<file path="src/rtl/imem_stream_loader.sv">
// Instruction-memory writer: loads a 16-bit-count-prefixed, big-endian word stream and holds the core
// in reset until the program is in place. Define IMEM_LOADER_CHECKSUM_EN to require a trailing XOR byte.
module imem_stream_loader #(
   parameter int N      = 32,
   parameter int N_IMEM = 256,
   parameter int N_CNT  = 16
) (
   input  logic                      clk,
   input  logic                      reset,
   input  logic [7:0]                rx_data,
   input  logic                      rx_valid,
   output logic                      rx_ready,
   input  logic                      reload,
   output logic                      imem_we,
   output logic [$clog2(N_IMEM)-1:0] imem_addr,
   output logic [N-1:0]              imem_wdata,
   output logic                      core_reset,
   output logic                      load_done,
   output logic                      load_error
);
   localparam int ADDR_W = $clog2(N_IMEM);
   localparam int BYTES  = N / 8;
   localparam int BC_W   = (BYTES > 1) ? $clog2(BYTES) : 1;

   typedef enum logic [2:0] {
      HDR_HI,
      HDR_LO,
      DATA,
`ifdef IMEM_LOADER_CHECKSUM_EN
      CSUM,
`endif
      RUN,
      ERROR
   } state_t;

`ifdef IMEM_LOADER_CHECKSUM_EN
   localparam state_t LOAD_END = CSUM;
`else
   localparam state_t LOAD_END = RUN;
`endif

   state_t            state, state_nx;
   logic [N_CNT-1:0]  count;
   logic [N_CNT-1:0]  word_idx;
   logic [BC_W-1:0]   byte_cnt;
   logic [N-9:0]      shift;
   logic              data_last;
`ifdef IMEM_LOADER_CHECKSUM_EN
   logic [7:0]        csum;
`endif

   logic              accept;
   logic [N_CNT-1:0]  hdr_count;
   logic              last_byte;
   logic              last_word;
   logic [N-1:0]      next_word;

   assign accept    = rx_valid && rx_ready;
   assign hdr_count = {count[N_CNT-1:8], rx_data};
   assign last_byte = (byte_cnt == BC_W'(BYTES - 1));
   assign last_word = (word_idx == count - N_CNT'(1));
   assign next_word = {shift, rx_data};

   always_ff @(posedge clk or posedge reset) begin
      if (reset) state <= HDR_HI;
      else       state <= state_nx;
   end

   // data_last holds DATA for the final write cycle so RUN begins one cycle after the last strobe.
   always_comb begin
      // NOTE: every signal driven here gets a default first, so no path can infer a latch.
      state_nx   = state;
      rx_ready   = 1'b0;
      core_reset = 1'b1;
      load_done  = 1'b0;
      load_error = 1'b0;
      case (state)
         HDR_HI: begin
            rx_ready = 1'b1;
            if (rx_valid) state_nx = HDR_LO;
         end
         HDR_LO: begin
            rx_ready = 1'b1;
            if (rx_valid) begin
               if (hdr_count == '0)                     state_nx = LOAD_END;
               else if (hdr_count > N_CNT'(N_IMEM))     state_nx = ERROR;
               else                                     state_nx = DATA;
            end
         end
         DATA: begin
            rx_ready = !data_last;
            if (data_last) state_nx = LOAD_END;
         end
`ifdef IMEM_LOADER_CHECKSUM_EN
         CSUM: begin
            rx_ready = 1'b1;
            if (rx_valid) state_nx = (rx_data == csum) ? RUN : ERROR;
         end
`endif
         RUN: begin
            core_reset = 1'b0;
            load_done  = 1'b1;
            if (reload) state_nx = HDR_HI;
         end
         ERROR: begin
            load_error = 1'b1;
            if (reload) state_nx = HDR_HI;
         end
         default: state_nx = HDR_HI;
      endcase
      if (reset) rx_ready = 1'b0;
   end

   // NOTE: sequential state uses non-blocking assignments only, so every register sees pre-edge values.
   // Reset aborts the stream but never touches instruction memory; words already written remain.
   always_ff @(posedge clk or posedge reset) begin
      if (reset) begin
         count      <= '0;
         word_idx   <= '0;
         byte_cnt   <= '0;
         shift      <= '0;
         data_last  <= 1'b0;
         imem_we    <= 1'b0;
         imem_addr  <= '0;
         imem_wdata <= '0;
`ifdef IMEM_LOADER_CHECKSUM_EN
         csum       <= '0;
`endif
      end else begin
         imem_we <= 1'b0;
         if (accept) begin
            case (state)
               HDR_HI: begin
                  count[N_CNT-1:8] <= rx_data;
`ifdef IMEM_LOADER_CHECKSUM_EN
                  csum             <= '0;
`endif
               end
               HDR_LO: begin
                  count[7:0] <= rx_data;
                  word_idx   <= '0;
                  byte_cnt   <= '0;
                  data_last  <= 1'b0;
               end
               DATA: begin
                  shift <= next_word[N-9:0];
`ifdef IMEM_LOADER_CHECKSUM_EN
                  csum  <= csum ^ rx_data;
`endif
                  if (last_byte) begin
                     imem_we    <= 1'b1;
                     imem_addr  <= word_idx[ADDR_W-1:0];
                     imem_wdata <= next_word;
                     word_idx   <= word_idx + N_CNT'(1);
                     byte_cnt   <= '0;
                     data_last  <= last_word;
                  end else begin
                     byte_cnt <= byte_cnt + BC_W'(1);
                  end
               end
               default: ;
            endcase
         end
      end
   end

endmodule

</file>
<file path="config.mk">
export PLATFORM = sky130hd
export DESIGN_NAME = imem_stream_loader
export DESIGN_NICKNAME = d
export VERILOG_FILES = /design/src/rtl/imem_stream_loader.sv
export SDC_FILE = /design/constraint.sdc
export NUM_CORES = 1
export LEC_CHECK = 0
export ABC_AREA = 1
export ABC_CLOCK_PERIOD_IN_PS = 4080
export CORE_MARGIN = 2
export CORE_UTILIZATION = 50
export DETAILED_ROUTE_END_ITERATION = 6
export PLACE_DENSITY = 0.78
export SYNTH_ARGS = -nofsm -noshare
export SYNTH_HDL_FRONTEND = slang
export SYNTH_SLANG_ARGS = --single-unit
</file>
<file path="constraint.sdc">
create_clock -name clk -period 4.08 [get_ports clk]
set_input_delay 0.408 -clock clk [delete_from_list [all_inputs] [get_ports clk]]
set_output_delay 0.408 -clock clk [all_outputs]
set_load 0.01 [all_outputs]
</file>
# Yosys cells after proc, flatten, opt, wreduce, memory -nomap -nowiden
# Cells that the tools add are included.
[word_totals]
latchBits = 0
ram_bits = 0
romBits = 0
in_bits = 12
n_memories = 0
output_inout_bits = 45
reg_bits = 103
[classes]
n_mux = 21
multipliers = 0
n_bitwise = 0
n_reduce_logical = 14
n_eq_ne = 11
addsub = 3
div = 0
magnitude_cmp = 1
n_shift = 0
[op_table]
columns = ["op", "n"]
rows = [
  ["16-bit one-hot mux with 2 select lines", 1],
  ["3-bit 2-to-1 mux", 6],
  ["16-bit by 1-bit adder with 16-bit output (second input constant)", 1],
  ["16-bit == test", 1],
  ["16-bit by 9-bit greater-than comparator with 1-bit output (second input constant)", 1],
  ["16-bit zero test", 1],
  ["16-bit 2-to-1 mux", 1],
  ["16-bit by 1-bit subtractor with 16-bit output (second input constant)", 1],
  ["3-bit one-hot mux with 4 select lines", 1],
  ["1-bit 2-to-1 mux", 8],
  ["2-bit inequality test (second input constant)", 4],
  ["2-bit AND reduction", 4],
  ["3-bit by 2-bit == test with 1-bit output (second input constant)", 2],
  ["3-bit AND reduction", 2],
  ["1-bit one-hot mux with 2 select lines", 2],
  ["2-bit one-hot mux with 2 select lines", 1],
  ["4-bit AND reduction", 1],
  ["2-bit OR reduction", 2],
  ["3-bit by 1-bit == test with 1-bit output (second input constant)", 1],
  ["3-bit == test (second input constant)", 1],
  ["3-bit zero test", 1],
  ["2-bit by 1-bit adder with 2-bit output (second input constant)", 1],
  ["2-bit == test (second input constant)", 1],
  ["2-bit 2-to-1 mux", 1],
  ["other kinds (4)", 4],
]

# Longest topological paths before layout
# Gate-level depths: netlist of run 1.
[depth]
depth_word = 6
mapped_depth = 14

# Worst setup path after synthesis of run 1
# Ideal clock, no wire load.
[synth_path]
path_type = "register to register"
start = "register state[2]"
end = "register imem_wdata[10]"
synth_period_minus_slack_ns = 1.823
t_required_ns = 3.954
stages_incl_launch_ff = 13
slack_ns = 2.257
n_path_buf = 2
arrival_ns = 1.697
path_cell_list = "dfrtp_1 > inv_2 > nand3_4 > clkinv_2 > nand2_2 > a21oi_4 > nand2_2 > nor2_4 > nand2_4 > buf_6 > buf_6 > nand2_1 > o21ai_1"
[synth_between]
elab_chain_cells = 6
word_cells_on_any_way = 8
cone_classes = "eq/ne: 2; mux: 2; reduce/logical: 4"
[synth_lines]
columns = ["element", "line_no", "rtl"]
rows = [
  ["from (decl)", "42", "state_t state, state_nx;"],
  ["from (signal assigned)", "66", "else state <= state_nx;"],
  ["3-bit by 1-bit == test with 1-bit output / 3-bit zero test (equally long branches)", "77", "case (state)"],
  ["2-bit OR reduction (no line)", "--", ""],
  ["1-bit one-hot mux with 2 select lines (*)", "77", ""],
  ["1-bit 2-to-1 mux (*)", "111", "if (reset) rx_ready = 1'b0;"],
  ["named net rx_ready", "12", "output logic rx_ready,"],
  ["1-bit logical AND (*)", "58", "assign accept = rx_valid && rx_ready;"],
  ["3-bit AND reduction (no line) (*)", "--", ""],
  ["to (signal assigned)", "153", "imem_wdata <= next_word;"],
  ["to (decl)", "16", "output logic [N-1:0] imem_wdata,"],
]
# Mark *: on every way through the listed nets, which the timed path passes. The rest lies on a longest branch.
# A chain may end at the register's enable or synchronous reset.

# Final worst setup path of run 1
[layout_path]
start = "register state[2]"
end = "output port rx_ready"
[layout_between]
elab_chain_cells = 4
word_cells_on_any_way = 6
cone_classes = "eq/ne: 2; mux: 2; reduce/logical: 2"
[layout_lines]
columns = ["element", "line_no"]
rows = [
  ["3-bit by 1-bit == test with 1-bit output / 3-bit zero test (equally long branches)", "77"],
  ["2-bit OR reduction (no line)", "--"],
  ["1-bit one-hot mux with 2 select lines (*)", "77"],
  ["1-bit 2-to-1 mux (*)", "111"],
  ["to (decl)", "12"],
]
# Every way passes the cells marked *; elsewhere a longest branch is shown, timed or not.

==> results.sh, run 1 <==
export IMPL_hp_class="flip-flop to flip-flop"
export IMPL_seqPwrFrac=0.478
export IMPL_max_stage_delay_ns=0.58
export IMPL_clkSinkCount=103
export IMPL_synth_mux_area_frac=0
export IMPL_sw_frac_of_total=0.3874
export IMPL_num_vias=4094
export IMPL_drive_above_1_share=0.04669
export IMPL_wl_met3_um=616
export IMPL_power_share_clock=0.226
export IMPL_cp_data_required_time_ns=3.67
export IMPL_crit_path_end_kind="output port"
export IMPL_async_reset_ff_frac=1.000
export IMPL_rsz0062_at_grt="no"
export IMPL_synth_warnings=0
export IMPL_cts_hold_buf=0
export IMPL_worstHoldStart="shift[12]$_DFFE_PP0P_"
export IMPL_core_um2=9684
export IMPL_clock_latency_ns=0.38
export IMPL_grt_pass1_vias=3875
export IMPL_multi_input_area_um2=1931
export IMPL_timing_rr_start="state[2]$_DFFE_PP0P_"
export IMPL_fin_hold_ws_ns=0.4890
export IMPL_synth_area_um2=4928
export IMPL_viasPerCell=5.137
export IMPL_seq_area_um2=2577
export IMPL_slew_headroom=0.2438
export IMPL_synth_top_cell_area_share=0.5230
export IMPL_drt_iter0_markers=286
export IMPL_synth_cells=607
export IMPL_r2r_end="word_idx[2]$_DFFE_PP0P_"
export IMPL_synth_top_family_by_area="simple AND/OR/NAND/NOR gates"
export IMPL_drtAntennaViolNets=0
export IMPL_ys_flop_type="dfrtp_1"
export IMPL_arrival_ns=2.09
export IMPL_path_cells="inv_2 > nand3_4 > clkinv_2 > nand2_2 > a21oi_4 > clkdlybuf4s50_1"
export IMPL_synth_edf_count=0
export IMPL_crit_type="flip-flop to output port"
export IMPL_initial_core_util=0.5089
export IMPL_drv_cap=0
export IMPL_synth_avg_cell_area_um2=8.119
export IMPL_synth_xor_area_frac=0.03300
export IMPL_post_synth_top_count_cell="nand2_1"
export IMPL_grt_pass1_wl_um=18320
export IMPL_wl_met2_um=4973
export IMPL_clock_root_buffer="clkbuf_8"
export IMPL_gp_congestion=0.8952
export IMPL_clk_path_buf_depth=2
export IMPL_dieArea_um2=10670
export IMPL_ys_seq_area_frac=0.5230
export IMPL_synth_fa_ha_area_frac=0.007616
export IMPL_synth_common_cells="nand2_1, dfrtp_1, o21ai_0, inv_1, nor2_1"
export IMPL_p_sw_mw=1.084
export IMPL_cts_made_buffers=9
export IMPL_die_h_um=103.3
export IMPL_port_buffers=56
export IMPL_crit_path_start="state[2]$_DFFE_PP0P_"
export IMPL_slowest_stage="clkdlybuf4s50_1"
export IMPL_period_needed_ns=2.502
export IMPL_r2r_cells=9
export IMPL_die_x_um=103.3
export IMPL_routed_wl_um=11000
export IMPL_grt_max_degree=95
export IMPL_synth_compound_area_frac=0.1196
export IMPL_cts_setup_buffers=0
export IMPL_num_antenna_cells=0
export IMPL_clkSlewWorstSetupHoldPaths_ns=0.11
export IMPL_leakage_nw=2.701
export IMPL_finalCritPeriodShare=0.6133
export IMPL_max_freq_mhz=399.7
export IMPL_startpoint_type="flip-flop"
export IMPL_antenna_found_initial=0
export IMPL_fin_setup_tns_ns=0
export IMPL_power_density_nw_per_um2=484.6
export IMPL_slew_viol_final=0
export IMPL_track_usage=0.2223
export IMPL_fin_nets=674
export IMPL_synth_distinct_cells=35
export IMPL_p_int_mw=1.714
export IMPL_route_detailed_drc=0
export IMPL_highest_layer="met4"
export IMPL_syn_to_final_growth_pct=17.14
export IMPL_yosysTopAreaCell="dfrtp_1"
export IMPL_crit_path_end="rx_ready"
export IMPL_ios=57
export IMPL_setup_viol=0
export IMPL_post_drt_wl_per_cell_um=13.81
export IMPL_dp_hpwl_um=7743
export IMPL_rows=36
export IMPL_post_route_util=0.5961
export IMPL_setup_ws_ns=1.578
export IMPL_grt_ovfl_total=0
export IMPL_tritoncts="built"
export IMPL_synth_simple_area_share=0.2315
export IMPL_synth_nets=622
export IMPL_tightest_slew_ns=1.134
export IMPL_r2r_slack_ns=1.64
export IMPL_ys_seq_elements=103
export IMPL_synthTopCellsByArea="dfrtp_1, nand2_1, o21ai_0, inv_1, nor2_1"
export IMPL_ir_drop_mv=0.3466
export IMPL_pre_cts_ws_ns=1.657
export IMPL_hold_viol=0
export IMPL_drt_met1_wl_um=5197
export IMPL_skew_ns=0.01326
export IMPL_cp_max_fo=7
export IMPL_finalPower_mw=2.798
export IMPL_status="completed"
export IMPL_p_comb_frac=0.296
export IMPL_fill_cells=850
export IMPL_dr_pass1_iters=5
export IMPL_cts_repair_resized=0
export IMPL_htreeDepth=3
cell usage in the layout, fill, tap and decap left out, drive strengths merged, types with 4 or more instances in the layout:
cell,count
xnor2,5
nor2,52
nand3,22
inv,86
clkinv,4
nand2,171
clkbuf,9
o21ai,93
xor2,11
nand4,7
clkdlybuf4s50,56
a21oi,10
nor3,13
dfrtp,103
registers in the layout (all words and copies together), names as in the netlist:
name        count
imem_wdata     32
shift          24
count          16
word_idx       16
imem_addr       8
state           3
byte_cnt        2
data_last       1
imem_we         1
routing by layer:
metal / vias up / global-route usage
li1: 2025 / -
met1: 1921 / 0.3193
met2: 125 / 0.3452
met3: 23 / 0.03831
met4: 0 / 0.07591
met5: - / 0
power by group through the flow:
stage | registers (mW) | clock network (mW) | logic [mW]
floorplan | 1.30 | 0 | 0.647
CTS | 1.33 | 0.643 | 0.823
global placement | 1.34 | 0 | 0.782
finish | 1.34 | 0.632 | 0.829
global route | 1.36 | 0.684 | 0.953
detailed placement | 1.35 | 0 | 0.814
area by class of cell:
type	instances	share of cell area
Sequential cell	103	0.4465
Multi-Input combinational cell	402	0.3344
Timing Repair Buffer	59	0.1010
Inverter	84	0.05527
Tap cell	133	0.02883
Clock buffer	9	0.02146
Clock inverter	7	0.01257
cells by family (layout without fill, tap and decap cells):
family / Yosys count / in the layout
AO/OA/AOI/OAI: 111 / 111
XOR/XNOR: 17 / 17
adder cells (fa/ha/maj): 3 / 3
buffers and inverters: 102 / 159
flip-flops: 103 / 103
AND/OR/NAND/NOR: 271 / 271
worst max-delay path, delay by kind of cell, from the launching register on:
| family | cells | cell delay [ns] |
|---|---|---|
| flip-flops | 1 | 0.48 |
| buffers and inverters | 3 | 0.86 |
| AND/OR/NAND/NOR | 2 | 0.22 |
| AO/OA/AOI/OAI | 1 | 0.17 |
per-stage QoR:
stage	instances	cell area, um2
after detailed placement	781	5577
after CTS	797	5773
after floorplan	607	4928
final	797	5773
after global routing	797	5773
after global placement	781	5577
worst min-delay path by stage:
| stage | cells after the start | endpoint |
|---|---|---|
| floorplan | 2 | data_last$_DFFE_PP0P_ |
| global placement | 2 | shift[21]$_DFFE_PP0P_ |
| detailed placement | 2 | shift[20]$_DFFE_PP0P_ |
| CTS | 2 | shift[20]$_DFFE_PP0P_ |
| global route | 2 | shift[21]$_DFFE_PP0P_ |
| finish | 2 | shift[20]$_DFFE_PP0P_ |
No activity file was read; power rests on OpenSTA's default activity.
==> run 2, diff against run 1 <==
--- a/config.mk
+++ b/config.mk
@@ -6,11 +6,11 @@
 export NUM_CORES = 1
 export LEC_CHECK = 0
 export ABC_AREA = 1
-export ABC_CLOCK_PERIOD_IN_PS = 4080
+export ABC_CLOCK_PERIOD_IN_PS = 2020
 export CORE_MARGIN = 2
 export CORE_UTILIZATION = 50
 export DETAILED_ROUTE_END_ITERATION = 6
-export PLACE_DENSITY = 0.78
+export PLACE_DENSITY = 0.81
 export SYNTH_ARGS = -nofsm -noshare
 export SYNTH_HDL_FRONTEND = slang
 export SYNTH_SLANG_ARGS = --single-unit
==> constraint.sdc (replaced) <==
create_clock -name clk -period 2.02 [get_ports clk]
set_input_delay 0.202 -clock clk [delete_from_list [all_inputs] [get_ports clk]]
set_output_delay 0.202 -clock clk [all_outputs]
set_load 0.01 [all_outputs]
==> run 2 against run 1 <==
Sequential power rose by 100%; via count rose by 1.9%; design area increased by 3.6%; flip-flop and latch count unchanged; final cell count grew 1.6%; worst setup slack got worse by 1.5 ns; count of clock-buffer cells in the layout rose by 2; first-iteration DRC count grew 7.7%; highest routed layer unchanged.
==> results.sh, run 2 (same netlist as run 1, synthesis figures left out) <==
export IMPL_status="completed"
export IMPL_crit_type="flip-flop to flip-flop"
export IMPL_final_area_um2=5981
export IMPL_p_comb_frac=0.313
export IMPL_post_drt_wl_per_cell_um=13.84
export IMPL_period_needed_ns=1.917
export IMPL_max_stage_delay_ns=0.45
export IMPL_skew_ns=0.01155
export IMPL_p_sw_mw=2.130
export IMPL_finalPower_mw=5.616
export IMPL_hp_class="input port to async pin"
export IMPL_viasPerCell=5.148
export IMPL_top_regs="imem_wdata (32), shift (24)"
export IMPL_dr_pass1_iters=5
export IMPL_cts_hold_buf=0
export IMPL_grt_max_degree=50
export IMPL_gp_congestion=0.9351
export IMPL_clkSinkCount=103
export IMPL_clock_root_buffer="clkbuf_8"
export IMPL_setup_ws_ns=0.1028
export IMPL_num_vias=4170
export IMPL_finalCritPeriodShare=0.9491
export IMPL_layout_common_cells="nand2_1, dfrtp_1, o21ai_0"
export IMPL_largest_reg_flops=32
export IMPL_setup_viol=0
export IMPL_max_freq_mhz=521.6
export IMPL_fin_hold_ws_ns=0.2054
export IMPL_drive_above_1_share=0.07386
export IMPL_clk_path_buf_depth=2
export IMPL_pre_cts_ws_ns=0.04441
export IMPL_crit_path_end_kind="flip-flop"
export IMPL_power_density_nw_per_um2=939.0
export IMPL_hold_viol=0
export IMPL_power_share_clock=0.205
export IMPL_slew_viol_final=0
export IMPL_htreeDepth=3
export IMPL_final_instance_count_excl_fill=810
export IMPL_tritoncts="built"
export IMPL_startpoint_type="flip-flop"
export IMPL_initial_core_util=0.5089
export IMPL_top_register="imem_wdata"
export IMPL_slew_headroom=0.6359
export IMPL_r2r_cells=10
export IMPL_die_h_um=103.3
export IMPL_tightest_slew_ns=0.5444
export IMPL_leakage_nw=2.779
export IMPL_routed_wl_um=11210
export IMPL_dp_hpwl_um=8135
export IMPL_grt_ovfl_total=0
export IMPL_antenna_found_initial=0
export IMPL_p_int_mw=3.486
export IMPL_port_buffers=56
export IMPL_fin_nets=688
export IMPL_rows=36
export IMPL_clkSlewWorstSetupHoldPaths_ns=0.10
export IMPL_grt_pass1_vias=3997
export IMPL_drtAntennaViolNets=0
export IMPL_track_usage=0.2250
export IMPL_multi_input_area_um2=1962
export IMPL_cts_made_buffers=9
export IMPL_seq_area_um2=2580
export IMPL_seqPwrFrac=0.482
export IMPL_path_cells="inv_2 > nand3_4 > inv_6 > nand2_2 > a21oi_4 > nand2_4 > nor2_4 > nand2_8 > clkbuf_16 > o21ai_0"
export IMPL_core_um2=9684
export IMPL_sw_frac_of_total=0.3793
export IMPL_placed_cell_area_um2=5688
export IMPL_ios=57
export IMPL_syn_to_final_growth_pct=21.35
export IMPL_clock_latency_ns=0.37
export IMPL_route_detailed_drc=0
export IMPL_drt_iter0_markers=308
export IMPL_dieArea_um2=10670
export IMPL_slowest_stage="dfrtp_2"
export IMPL_place_inst=789
export IMPL_ir_drop_mv=0.5853
export IMPL_drv_cap=0
export IMPL_grt_pass1_wl_um=18640
export IMPL_num_antenna_cells=0
export IMPL_arrival_ns=2.21
export IMPL_fill_cells=862
export IMPL_cp_max_fo=23
export IMPL_die_x_um=103.3
export IMPL_cp_data_required_time_ns=2.31
export IMPL_mostFrequentLayoutCell="nand2_1"
-- run 2: power by group through the flow --
stage               logic, mW  registers (mW)  clock network, mW
finish                   1.76            2.70               1.15
global route             2.05            2.75               1.27
global placement         1.62            2.72                  0
CTS                      1.69            2.70               1.17
detailed placement       1.68            2.74                  0
floorplan                1.31            2.62                  0
-- run 2: critical path, delay by kind of cell (launching register included) --
family	cells	cell delay (ns)
AND/OR/NAND/NOR	5	0.60
flip-flops	1	0.45
AO/OA/AOI/OAI	2	0.37
buffers and inverters	3	0.39
-- run 2: metrics by stage --
step                      setup TNS, ns  utilization
final                                 0       0.6176
after global routing           -0.03801       0.6176
after CTS                             0       0.6043
after detailed placement              0       0.5873
after global placement                0       0.5873
after floorplan                       0            -
-- run 2: final cells by class --
| class | instances | area share |
|---|---|---|
| multi-input combinational | 402 | 0.3280 |
| clock inverter | 4 | 0.005439 |
| timing repair buffer | 73 | 0.1305 |
| clock buffer | 11 | 0.02197 |
| inverter | 84 | 0.05481 |
| sequential | 103 | 0.4314 |
| tap | 133 | 0.02782 |
-- run 2: worst paths after layout --
path | to | slack [ns] | from
max | imem_wdata[11]$_DFFE_PP0P_ | 0.10 | state[2]$_DFFE_PP0P_
min | count[14]$_DFFE_PP0P_ | 0.21 | reset
max reg2reg | imem_wdata[11]$_DFFE_PP0P_ | 0.10 | state[2]$_DFFE_PP0P_
min reg2reg | imem_wdata[20]$_DFFE_PP0P_ | 0.49 | imem_wdata[20]$_DFFE_PP0P_
max in group asynchronous | imem_wdata[25]$_DFFE_PP0P_ | 1.09 | reset
min in group clk | shift[1]$_DFFE_PP0P_ | 0.44 | rx_data[1]
-- run 2: layer usage --
layer | track usage | routed length (um) | up-vias
li1 | - | - | 2053
met1 | 0.3157 | 5091 | 1956
met2 | 0.3531 | 5223 | 133
met3 | 0.03159 | 567 | 28
met4 | 0.09615 | 331 | 0
met5 | 0 | 0 | -
-- run 2: what timing repair did --
action	in CTS	in global routing
resized for setup	2	21
setup buffers	0	5
pin swaps	0	4
gates cloned	0	1
setup endpoints to repair	1	70
==> run 3, diff against run 2 <==
--- a/config.mk
+++ b/config.mk
@@ -7,10 +7,13 @@
 export LEC_CHECK = 0
 export ABC_AREA = 1
 export ABC_CLOCK_PERIOD_IN_PS = 2020
+export CELL_PAD_IN_SITES_DETAIL_PLACEMENT = 1
+export CELL_PAD_IN_SITES_GLOBAL_PLACEMENT = 2
 export CORE_MARGIN = 2
-export CORE_UTILIZATION = 50
+export CORE_UTILIZATION = 30
+export CTS_CLUSTER_DIAMETER = 100
 export DETAILED_ROUTE_END_ITERATION = 6
-export PLACE_DENSITY = 0.81
+export PLACE_DENSITY = 0.82
 export SYNTH_ARGS = -nofsm -noshare
 export SYNTH_HDL_FRONTEND = slang
 export SYNTH_SLANG_ARGS = --single-unit
==> run 3 against run 2 <==
Critical path depth down 6; final cell count rose by 11%; highest routed layer unchanged; worst hold slack better by 0.21 ns; global-route usage fell by 6.3 points; die area is 64% higher; via count is 0.26% higher; worst setup slack lost 0.010 ns; clock power rose by 58%; critical path type is now flip-flop to output port; power rose by 14%; sequential power barely moved; critical endpoint is now load_error; count of clock-buffer cells in the layout unchanged; fmax decreased by 0.52%.
==> results.sh, run 3 (same netlist as run 1, synthesis figures left out) <==
export IMPL_place_inst=880
export IMPL_die_x_um=132.2
export IMPL_cp_max_fo=6
export IMPL_drtAntennaViolNets=0
export IMPL_clkSinkCount=103
export IMPL_status="completed"
export IMPL_power_density_nw_per_um2=1019
export IMPL_r2r_end="word_idx[2]$_DFFE_PP0P_"
export IMPL_clock_root_buffer="clkbuf_16"
export IMPL_gp_congestion=0.8538
export IMPL_skew_ns=0.007816
export IMPL_dr_pass1_iters=4
export IMPL_p_int_mw=4.100
export IMPL_drive_above_1_share=0.08163
export IMPL_num_vias=4181
export IMPL_clkSlewWorstSetupHoldPaths_ns=0.07
export IMPL_period_needed_ns=1.927
export IMPL_final_instance_count_excl_fill=902
export IMPL_power_share_clock=0.286
export IMPL_dieArea_um2=17470
export IMPL_ios=57
export IMPL_fill_cells=1921
export IMPL_startpoint_type="flip-flop"
export IMPL_route_detailed_drc=0
export IMPL_layout_common_cells="nand2_1, dfrtp_1, o21ai_0"
export IMPL_routed_wl_um=14240
export IMPL_setup_viol=0
export IMPL_dp_hpwl_um=10020
export IMPL_grt_pass1_wl_um=22640
export IMPL_mostFrequentLayoutCell="nand2_1"
export IMPL_p_sw_mw=2.283
export IMPL_fin_setup_tns_ns=0
export IMPL_seqPwrFrac=0.419
export IMPL_sw_frac_of_total=0.3577
export IMPL_port_buffers=56
export IMPL_grt_max_degree=104
export IMPL_clock_latency_ns=0.35
export IMPL_arrival_ns=1.73
export IMPL_syn_to_final_growth_pct=27.16
export IMPL_hp_class="input port to async pin"
export IMPL_crit_type="flip-flop to output port"
export IMPL_top_register="imem_wdata"
export IMPL_grt_ovfl_total=0
export IMPL_leakage_nw=2.893
export IMPL_tightest_slew_ns=0.5829
export IMPL_p_comb_frac=0.295
export IMPL_top_regs="imem_wdata (32), shift (24)"
export IMPL_num_antenna_cells=0
export IMPL_antenna_found_initial=0
export IMPL_max_freq_mhz=518.9
export IMPL_clk_path_buf_depth=2
export IMPL_timing_rr_start="state[2]$_DFFE_PP0P_"
export IMPL_hold_viol=0
export IMPL_cts_hold_buf=0
export IMPL_slew_headroom=0.6114
export IMPL_rows=46
export IMPL_ir_drop_mv=0.4993
export IMPL_drt_iter0_markers=220
export IMPL_initial_core_util=0.3091
export IMPL_tritoncts="built"
export IMPL_r2r_slack_ns=0.11
export IMPL_slew_viol_final=0
export IMPL_viasPerCell=4.635
export IMPL_cp_data_required_time_ns=1.82
export IMPL_cts_made_buffers=9
export IMPL_track_usage=0.1623
export IMPL_r2r_cells=10
export IMPL_fin_nets=696
export IMPL_crit_path_end_kind="output port"
export IMPL_post_drt_wl_per_cell_um=15.79
export IMPL_core_um2=15940
export IMPL_finalCritPeriodShare=0.9541
export IMPL_die_h_um=132.2
export IMPL_grt_pass1_vias=4460
export IMPL_htreeDepth=3
export IMPL_largest_reg_flops=32
export IMPL_drv_cap=0
run 3: area by class of cell:
cell class / count / area [um2] / share of cell area
Timing Repair Buffer: 80 / 833.3 / 0.1330
Tap cell: 216 / 270.3 / 0.04312
Clock inverter: 5 / 61.31 / 0.009782
Multi-Input combinational cell: 403 / 1961 / 0.3128
Sequential cell: 103 / 2577 / 0.4113
Clock buffer: 11 / 242.7 / 0.03873
Inverter: 84 / 321.6 / 0.05131
run 3: worst max-delay path by stage:
stage,from,to,slack [ns],cells after the start
after CTS,state[0]$_DFFE_PP0P_,imem_wdata[15]$_DFFE_PP0P_,0.02,11
after floorplan,state[2]$_DFFE_PP0P_,imem_wdata[10]$_DFFE_PP0P_,0.20,12
after global routing,state[2]$_DFFE_PP0P_,shift[17]$_DFFE_PP0P_,-0.01,11
after global placement,state[0]$_DFFE_PP0P_,imem_wdata[14]$_DFFE_PP0P_,0.17,11
final,state[1]$_DFFE_PP0P_,load_error,0.09,4
after detailed placement,state[0]$_DFFE_PP0P_,imem_wdata[28]$_DFFE_PP0P_,0.02,11
run 3: repair_timing:
item | CTS | global route
endpoints found under the hold margin | 0 | 0
setup endpoints to repair | 5 | 42
setup buffers | 0 | 4
gates cloned | 0 | 2
pin swaps | 0 | 2
resized for setup | 2 | 15
run 3: per-stage QoR:
step                      hold WS, ns  power (mW)    util  setup WS, ns  cell area, um2
final                          0.4195       6.383  0.3931       0.09269            6267
after floorplan                0.3230       3.925       -        0.1965            4932
after detailed placement       0.4725       4.571  0.3671       0.01683            5852
after global routing           0.4792       6.865  0.3931      -0.01255            6267
after global placement         0.4654       4.487  0.3671        0.1665            5852
after CTS                      0.4756       6.426  0.3866       0.01669            6163
run 3: worst max-delay path: stages (launching register included):
cell,delay (ns)
dfrtp_1,0.47
inv_1,0.11
nand2_1,0.10
nor2_1,0.14
clkdlybuf4s50_1,0.56
run 3: power by group through the flow:
stage | Combinational [mW] | Sequential (mW) | Clock [mW]
floorplan | 1.31 | 2.62 | 0
global placement | 1.78 | 2.70 | 0
detailed placement | 1.85 | 2.72 | 0
CTS | 1.87 | 2.68 | 1.88
global route | 2.18 | 2.72 | 1.96
finish | 1.89 | 2.67 | 1.82
run 3: layer usage:
| layer | vias up | part of all wire | GRT usage |
|---|---|---|---|
| li1 | 2074 | - | - |
| met1 | 2045 | 0.47 | 0.2125 |
| met2 | 50 | 0.49 | 0.2749 |
| met3 | 12 | 0.024 | 0.02268 |
| met4 | 0 | 0.015 | 0.05914 |
| met5 | - | 0 | 0 |
